--- src/rtl/lamp_fpu_opq.sv ---
// Operation queue in front of a lampFPU core: in-order FIFO, single-outstanding issue FSM, response register.
// Optional WAIT-state watchdog compiled in with `define LAMP_FPU_OPQ_TIMEOUT_EN.

package lampFPU_pkg;

   typedef enum logic [3:0] {
      FPU_IDLE = 4'd0,
      FPU_ADD  = 4'd1,
      FPU_SUB  = 4'd2,
      FPU_MUL  = 4'd3,
      FPU_DIV  = 4'd4,
      FPU_I2F  = 4'd5,
      FPU_F2I  = 4'd6,
      FPU_EQ   = 4'd7,
      FPU_LT   = 4'd8,
      FPU_LE   = 4'd9
   } opcodeFPU_t;

   typedef enum logic [2:0] {
      FPU_RNDMODE_NEAREST   = 3'd0,
      FPU_RNDMODE_TRUNCATE  = 3'd1,
      FPU_RNDMODE_PLUS_INF  = 3'd2,
      FPU_RNDMODE_MINUS_INF = 3'd3
   } rndModeFPU_t;

endpackage

module lamp_fpu_opq
   import lampFPU_pkg::*;
#(
   parameter int unsigned DEPTH       = 4,
   parameter int unsigned TAG_W       = 4,
   parameter int unsigned INT_DW      = 32,
   parameter int unsigned FLOAT_DW    = 16,
   parameter int unsigned TIMEOUT_CYC = 64
) (
   input  logic                      clk,
   input  logic                      rst_n,
   input  logic                      flush_i,
   input  logic                      req_valid_i,
   output logic                      req_ready_o,
   input  opcodeFPU_t                req_opcode_i,
   input  rndModeFPU_t               req_rndMode_i,
   input  logic [INT_DW-1:0]         req_op1_i,
   input  logic [FLOAT_DW-1:0]       req_op2_i,
   input  logic [TAG_W-1:0]          req_tag_i,
   output logic                      rsp_valid_o,
   input  logic                      rsp_ready_i,
   output logic [INT_DW-1:0]         rsp_result_o,
   output logic [TAG_W-1:0]          rsp_tag_o,
   output logic                      rsp_timeout_o,
   output logic [$clog2(DEPTH):0]    count_o,
   output opcodeFPU_t                fpu_opcode_o,
   output rndModeFPU_t               fpu_rndMode_o,
   output logic [INT_DW-1:0]         fpu_op1_o,
   output logic [FLOAT_DW-1:0]       fpu_op2_o,
   output logic                      fpu_flush_o,
   output logic                      fpu_padv_o,
   input  logic [INT_DW-1:0]         fpu_result_i,
   input  logic                      fpu_isResultValid_i,
   input  logic                      fpu_isReady_i
);

   localparam int unsigned PTR_W = $clog2(DEPTH);
   localparam int unsigned CNT_W = PTR_W + 1;

   if (DEPTH < 2 || (DEPTH & (DEPTH - 1)) != 0 || TIMEOUT_CYC < 1) begin : g_bad_config
      $error("lamp_fpu_opq: DEPTH must be a power of 2 >= 2 and TIMEOUT_CYC >= 1");
   end

   typedef struct packed {
      opcodeFPU_t          opcode;
      rndModeFPU_t         rnd_mode;
      logic [INT_DW-1:0]   op1;
      logic [FLOAT_DW-1:0] op2;
      logic [TAG_W-1:0]    tag;
   } entry_t;

   typedef enum logic [1:0] {
      IDLE  = 2'd0,
      ISSUE = 2'd1,
      WAIT  = 2'd2
   } state_t;

   entry_t              mem_q [DEPTH];
   entry_t              head;

   logic [PTR_W-1:0]    wr_ptr_q, wr_ptr_d;
   logic [PTR_W-1:0]    rd_ptr_q, rd_ptr_d;
   logic [CNT_W-1:0]    count_q, count_d;
   state_t              state_q, state_d;
   logic [TAG_W-1:0]    inflight_tag_q, inflight_tag_d;
   logic                rsp_valid_q, rsp_valid_d;
   logic [INT_DW-1:0]   rsp_result_q, rsp_result_d;
   logic [TAG_W-1:0]    rsp_tag_q, rsp_tag_d;
   rndModeFPU_t         last_rnd_q, last_rnd_d;
   logic [INT_DW-1:0]   last_op1_q, last_op1_d;
   logic [FLOAT_DW-1:0] last_op2_q, last_op2_d;

   logic                full;
   logic                push;
   logic                pop;
   logic                timeout_hit;

   assign head        = mem_q[rd_ptr_q];
   assign full        = (count_q == CNT_W'(DEPTH));
   assign req_ready_o = !full && !flush_i;
   assign push        = req_valid_i && req_ready_o;
   assign pop         = (state_q == ISSUE);

   // Storage is written only on an accepted push; contents need no reset since count gates every read.
   always_ff @(posedge clk) begin
      if (push) begin
         mem_q[wr_ptr_q] <= '{opcode:   req_opcode_i,
                              rnd_mode: req_rndMode_i,
                              op1:      req_op1_i,
                              op2:      req_op2_i,
                              tag:      req_tag_i};
      end
   end

   always_comb begin
      wr_ptr_d       = wr_ptr_q;
      rd_ptr_d       = rd_ptr_q;
      count_d        = count_q;
      state_d        = state_q;
      inflight_tag_d = inflight_tag_q;
      rsp_valid_d    = rsp_valid_q;
      rsp_result_d   = rsp_result_q;
      rsp_tag_d      = rsp_tag_q;
      last_rnd_d     = last_rnd_q;
      last_op1_d     = last_op1_q;
      last_op2_d     = last_op2_q;

      if (push) begin
         wr_ptr_d = wr_ptr_q + PTR_W'(1);
      end
      if (pop) begin
         rd_ptr_d = rd_ptr_q + PTR_W'(1);
      end
      count_d = count_q + CNT_W'(push) - CNT_W'(pop);

      if (rsp_valid_q && rsp_ready_i) begin
         rsp_valid_d  = 1'b0;
         rsp_result_d = '0;
         rsp_tag_d    = '0;
      end

      case (state_q)
         IDLE: begin
            if (count_q != '0 && fpu_isReady_i && !rsp_valid_q) begin
               state_d = ISSUE;
            end
         end
         ISSUE: begin
            state_d        = WAIT;
            inflight_tag_d = head.tag;
            last_rnd_d     = head.rnd_mode;
            last_op1_d     = head.op1;
            last_op2_d     = head.op2;
         end
         WAIT: begin
            if (fpu_isResultValid_i) begin
               state_d      = IDLE;
               rsp_valid_d  = 1'b1;
               rsp_result_d = fpu_result_i;
               rsp_tag_d    = inflight_tag_q;
            end else if (timeout_hit) begin
               state_d      = IDLE;
               rsp_valid_d  = 1'b1;
               rsp_result_d = '0;
               rsp_tag_d    = inflight_tag_q;
            end
         end
         default: begin
            state_d = IDLE;
         end
      endcase

      // Flush wins over everything: the queue empties and any in-flight result is dropped.
      if (flush_i) begin
         wr_ptr_d       = '0;
         rd_ptr_d       = '0;
         count_d        = '0;
         state_d        = IDLE;
         inflight_tag_d = '0;
         rsp_valid_d    = 1'b0;
         rsp_result_d   = '0;
         rsp_tag_d      = '0;
      end
   end

   always_ff @(posedge clk or negedge rst_n) begin
      if (!rst_n) begin
         wr_ptr_q       <= '0;
         rd_ptr_q       <= '0;
         count_q        <= '0;
         state_q        <= IDLE;
         inflight_tag_q <= '0;
         rsp_valid_q    <= 1'b0;
         rsp_result_q   <= '0;
         rsp_tag_q      <= '0;
         last_rnd_q     <= FPU_RNDMODE_NEAREST;
         last_op1_q     <= '0;
         last_op2_q     <= '0;
      end else begin
         wr_ptr_q       <= wr_ptr_d;
         rd_ptr_q       <= rd_ptr_d;
         count_q        <= count_d;
         state_q        <= state_d;
         inflight_tag_q <= inflight_tag_d;
         rsp_valid_q    <= rsp_valid_d;
         rsp_result_q   <= rsp_result_d;
         rsp_tag_q      <= rsp_tag_d;
         last_rnd_q     <= last_rnd_d;
         last_op1_q     <= last_op1_d;
         last_op2_q     <= last_op2_d;
      end
   end

`ifdef LAMP_FPU_OPQ_TIMEOUT_EN
   localparam int unsigned WD_W = $clog2(TIMEOUT_CYC + 1);

   logic [WD_W-1:0] wd_cnt_q, wd_cnt_d;
   logic            rsp_timeout_q, rsp_timeout_d;

   // The counter holds the number of completed WAIT cycles, so it fires in WAIT cycle TIMEOUT_CYC.
   assign timeout_hit = (state_q == WAIT) && !fpu_isResultValid_i &&
                        (wd_cnt_q == WD_W'(TIMEOUT_CYC - 1));

   always_comb begin
      wd_cnt_d      = wd_cnt_q;
      rsp_timeout_d = rsp_timeout_q;
      if (flush_i || state_q != WAIT) begin
         wd_cnt_d = '0;
      end else begin
         wd_cnt_d = wd_cnt_q + WD_W'(1);
      end
      if (rsp_valid_q && rsp_ready_i) begin
         rsp_timeout_d = 1'b0;
      end
      if (state_q == WAIT && fpu_isResultValid_i) begin
         rsp_timeout_d = 1'b0;
      end else if (timeout_hit) begin
         rsp_timeout_d = 1'b1;
      end
      if (flush_i) begin
         rsp_timeout_d = 1'b0;
      end
   end

   always_ff @(posedge clk or negedge rst_n) begin
      if (!rst_n) begin
         wd_cnt_q      <= '0;
         rsp_timeout_q <= 1'b0;
      end else begin
         wd_cnt_q      <= wd_cnt_d;
         rsp_timeout_q <= rsp_timeout_d;
      end
   end

   assign rsp_timeout_o = rsp_timeout_q;
`else
   assign timeout_hit   = 1'b0;
   assign rsp_timeout_o = 1'b0;
`endif

   // The head entry is visible to the core only during the single ISSUE cycle.
   assign fpu_opcode_o  = (state_q == ISSUE) ? head.opcode   : FPU_IDLE;
   assign fpu_rndMode_o = (state_q == ISSUE) ? head.rnd_mode : last_rnd_q;
   assign fpu_op1_o     = (state_q == ISSUE) ? head.op1      : last_op1_q;
   assign fpu_op2_o     = (state_q == ISSUE) ? head.op2      : last_op2_q;
   assign fpu_flush_o   = flush_i || timeout_hit;
   assign fpu_padv_o    = 1'b1;

   assign rsp_valid_o   = rsp_valid_q;
   assign rsp_result_o  = rsp_result_q;
   assign rsp_tag_o     = rsp_tag_q;
   assign count_o       = count_q;

endmodule

--- config.mk ---
export PLATFORM = sky130hd
export DESIGN_NAME = lamp_fpu_opq
export DESIGN_NICKNAME = d
export VERILOG_FILES = /design/src/rtl/lamp_fpu_opq.sv
export SDC_FILE = /design/constraint.sdc
export NUM_CORES = 1
export LEC_CHECK = 0
export CAP_MARGIN = 20
export CORE_MARGIN = 2
export CORE_UTILIZATION = 54
export CTS_CLUSTER_DIAMETER = 60
export CTS_CLUSTER_SIZE = 24
export DETAILED_ROUTE_END_ITERATION = 6
export GPL_TIMING_DRIVEN = 0
export PLACE_DENSITY = 0.9
export SLEW_MARGIN = 20
export SYNTH_ARGS = -nofsm -noshare
export SYNTH_HDL_FRONTEND = slang
export SYNTH_SLANG_ARGS = --single-unit
--- constraint.sdc ---
create_clock -name clk -period 3.07 [get_ports clk]
set_input_delay 0.4605 -clock clk [delete_from_list [all_inputs] [get_ports clk]]
set_output_delay 0.4605 -clock clk [all_outputs]
set_load 0.01 [all_outputs]
==> impl_metrics.py <==
metrics = {
    "status": {
        "status": "finished clean",
    },
    "die": {
        "die_w_um": 159.4,
        "fp-row-count": 56,
        "core_area_sq_um": 23610,
        "die_h_um": 159.4,
        "dieArea_sq_um": 25420,
        "io_pins": 197,
        "start_util": 0.5525,
    },
    "synthesis": {
        "synthAdderAreaFrac": 0.007289,
        "ys_ff_latch": 337,
        "synth_cell_types": 35,
        "yosys.area_share.simple": 0.05486,
        "syn_nets": 876,
        "synthArstFlopShare": 0.2997,
        "synth_compound_area_frac": 0.07635,
        "synth_area_per_cell_sq_um": 16.92,
        "synth_edf_count": 236,
        "synth-xor-area-share": 0.002014,
        "synth_ff_type": "edfxtp_1",
        "ys_seq_area_frac": 0.7370,
        "synth_mux_area_frac": 0.09371,
        "ys_warn_count": 0,
        "synth_top_family_by_area": "multiplexers",
        "synth_area_sq_um": 13050,
        "postSynthCellCount": 771,
    },
    "setup_path": {
        "slowest_stage": "clkdlybuf4s50_1",
        "crit_chain": "nand2b_4 -> inv_4 -> nand2b_2 -> buf_6 -> buf_8 -> o221ai_2 -> clkdlybuf4s50_1",
        "r2r_start": "count_o[1]$_DFF_PN0_",
        "timing.rr.end": "count_o[2]$_DFF_PN0_",
        "cp.buffers_inverters": 4,
        "crit_family": "buffers and inverters",
        "worstPathArrival_ps": 2530,
        "worstPathRequired_ps": 2610,
        "cp-start-kind": "flip-flop",
        "ff2ff_path_depth": 10,
        "slowest_delay_ps": 590,
        "crit_path_max_fanout": 10,
        "endpoint_kind": "output port",
        "r2r_setup_slack_ps": 720,
        "path_class": "flip-flop to output port",
    },
    "timing": {
        "whs_ps": 401.9,
        "worst_pin_slew_ps": 507.6,
        "finalCritPeriodShare": 0.9749,
        "relSlewSlack": 0.6616,
        "fin_crit_ps": 2993,
        "finalMaxSlewViolations": 0,
        "fmax_ghz": 0.3341,
        "fin_worst_skew_ps": 21.37,
        "finalHoldViolCount": 0,
        "finalSetupViolations": 0,
    },
    "detailed_routing": {
        "drtIter0Drc": 515,
        "dr.pass1.iters": 5,
        "drtAntennaViolNets": 0,
        "via_per_inst": 5.578,
        "routed_wl_mm": 28.06,
        "vias": 7419,
        "drc": 0,
        "wl_per_cell_um": 21.10,
    },
    "power": {
        "power.share.switching": 0.2766,
        "p_per_area_nw_per_um2": 705.1,
        "clkPwrFrac": 0.281,
        "p_leak_nw": 5.703,
        "peakVddDrop_mv": 0.6575,
        "combPwrFrac": 0.234,
        "seqPwrFrac": 0.485,
        "switchingPower_w": 0.003185,
        "p_int_w": 0.008331,
    },
    "global_routing": {
        "grt_pass1_wl_mm": 43.90,
        "gr-total-overflow": 0,
        "antenna_found_initial": 0,
        "grt_pass1_vias": 7941,
        "grtUsageTotal": 0.2222,
        "grt_max_degree": 61,
    },
    "placed_design": {
        "port_buffers": 193,
        "place_congestion": 0.8953,
        "place_area_sq_um": 15490,
        "dp.final_hpwl_mm": 18.51,
    },
    "clock_network": {
        "cts_tree": "yes",
        "cts.sinks": 337,
        "cts_buffer_depth": 3,
        "cts.clk_slew.worst_paths_ps": 80,
        "clk_root_buffer_cell": "clkbuf_16",
        "clk_latency_ps": 530,
        "cts_buffers": 23,
        "h-tree-depth": 1,
    },
    "layout": {
        "fillCellCount": 1534,
        "final_area_sq_um": 16330,
        "diodes": 0,
        "area_delta_synth_final_pct": 25.20,
        "layout-drive-gt1-share": 0.1523,
        "fin_nets": 1100,
    },
    "min_path": {
        "holdPathStages": 3,
        "hold_class": "input port to flip-flop",
        "min_to": "wr_ptr_q[1]$_DFFE_PN0P_",
        "min_from": "flush_i",
    },
    "run": {
        "cap_violations": 0,
    },
}
==> tightest hold or removal path: cells and delay by family <==
kind | cells | cell delay, ps
buf+inv | 1 | 160
simple gates | 1 | 140
mux | 1 | 130
==> flip-flops by register name, indices dropped and copies added, names as in the netlist, 3 cells and up <==
register	count
last_rnd_q	3
rsp_tag_o	4
last_op1_q	32
inflight_tag_q	4
last_op2_q	16
rsp_result_o	32
count_o	3
mem_q	236
==> worst max-delay path by stage <==
stage                                      start                  endpoint  slack [ps]  depth (start not counted)
final                     state_q[1]$_DFFE_PN0P_              fpu_op2_o[0]          80                          7
after global routing      state_q[1]$_DFFE_PN0P_             fpu_op2_o[10]          -3                          6
after CTS                 state_q[1]$_DFFE_PN0P_             fpu_op2_o[10]           1                          6
after detailed placement             req_valid_i      count_o[2]$_DFF_PN0_         330                         11
after global placement                     rst_n  last_op1_q[12]$_DFF_PN0_       -2760                          1
after floorplan                          flush_i     mem_q[1][0]$_DFFE_PP_         240                          4
==> metrics by stage <==
stage	total power [W]	util	setup slack [ps]	cells	TNS, ps
after detailed placement	0.008392	0.6562	334.6	1288	0
after global routing	0.01199	0.6917	-2.723	1330	-2.723
final	0.01152	0.6917	76.99	1330	0
after floorplan	0.006977	-	240.4	771	0
after CTS	0.01163	0.6911	1.165	1330	0
after global placement	0.008269	0.6512	-2759	1283	-528220
==> area by class of cell <==
cell class | count | area (sq um) | area share
repair buffers | 199 | 2058 | 0.1260
multi-input cells | 378 | 3082 | 0.1887
clock buffers | 27 | 590.6 | 0.03616
inverters | 6 | 25.02 | 0.001532
clock inverters | 14 | 211.5 | 0.01295
plain buffers | 50 | 350.3 | 0.02145
well taps | 319 | 399.1 | 0.02444
flip-flops and latches | 337 | 9615 | 0.5888
==> what timing repair did <==
| action | CTS | global route |
|---|---|---|
| endpoints found under the setup margin | 24 | 44 |
| hold endpoints to repair | 41 | 0 |
| resized for setup | 2 | 6 |
| hold buffers | 1 | 0 |
| gates cloned | 0 | 0 |
| setup buffers | 0 | 0 |
==> power groups by stage <==
stage	sequential (W)	clock (W)	combinational, W
after global routing	0.00563	0.00347	0.00289
final	0.00559	0.00324	0.00269
after CTS	0.00559	0.00330	0.00274
after floorplan	0.00566	0	0.00132
after detailed placement	0.00569	0	0.00271
after global placement	0.00568	0	0.00259
==> synthesized netlist by cell type, types with 2 or more instances <==
cell type  instances  area (sq um)
xor2_1             2         17.52
nor2_1             5         18.77
buf_8              5         75.07
buf_6              3         33.78
dfrtp_1          101          2527
nand2_1           97         364.1
a21oi_1           43         215.2
mux2i_1          103          1031
o221ai_1           2         17.52
nand3_1           36         180.2
o221ai_2          49         735.7
buf_2             19         95.09
conb_1             2         7.510
a21oi_2            2         17.52
inv_1              5         18.77
buf_4             14         105.1
nand2b_1           3         18.77
clkbuf_1           9         33.78
edfxtp_1         236          7087
ha_1               6         75.07
and2_1             8         50.05
mux4_2             8         180.2
==> cell families (layout without fill, tap and decap cells) <==
| group | after synthesis | count (layout) |
|---|---|---|
| other | 2 | 2 |
| xor gates and xnor gates | 3 | 3 |
| adders and majority gates | 7 | 7 |
| and+or+nand+nor | 157 | 157 |
| AOI/OAI and AO/OA | 97 | 97 |
| muxes | 112 | 112 |
| DFF | 337 | 337 |
| buffers and inverters | 56 | 296 |
==> cell usage in the layout, fill, tap and decap left out, types with 2 or more instances in the layout <==
master / netlist / layout
a21oi_1: 43 / 43
a21oi_2: 2 / 2
and2_1: 8 / 4
and2_4: 0 / 4
buf_12: 0 / 4
buf_2: 19 / 16
buf_4: 14 / 15
buf_6: 3 / 4
buf_8: 5 / 5
clkbuf_1: 9 / 13
clkbuf_16: 0 / 23
clkbuf_4: 0 / 2
clkdlybuf4s50_1: 0 / 189
clkinv_8: 0 / 2
conb_1: 2 / 2
dfrtp_1: 101 / 100
dlymetal6s2s_1: 0 / 3
edfxtp_1: 236 / 236
ha_1: 6 / 6
inv_1: 5 / 5
inv_12: 0 / 4
inv_6: 0 / 2
inv_8: 0 / 2
mux2i_1: 103 / 103
mux4_2: 8 / 8
nand2_1: 97 / 97
nand2b_1: 3 / 3
nand3_1: 36 / 36
nand3b_4: 1 / 2
nor2_1: 5 / 5
o221ai_1: 2 / 2
o221ai_2: 49 / 49
xor2_1: 2 / 2
==> metal layers <==
layer / part of all wire / up-vias / GRT usage
li1: - / 3374 / -
met1: 0.40 / 3721 / 0.2788
met2: 0.52 / 274 / 0.4049
met3: 0.059 / 50 / 0.03673
met4: 0.020 / 0 / 0.05372
met5: 0 / - / 0
No activity file was read; power rests on OpenSTA's default activity.
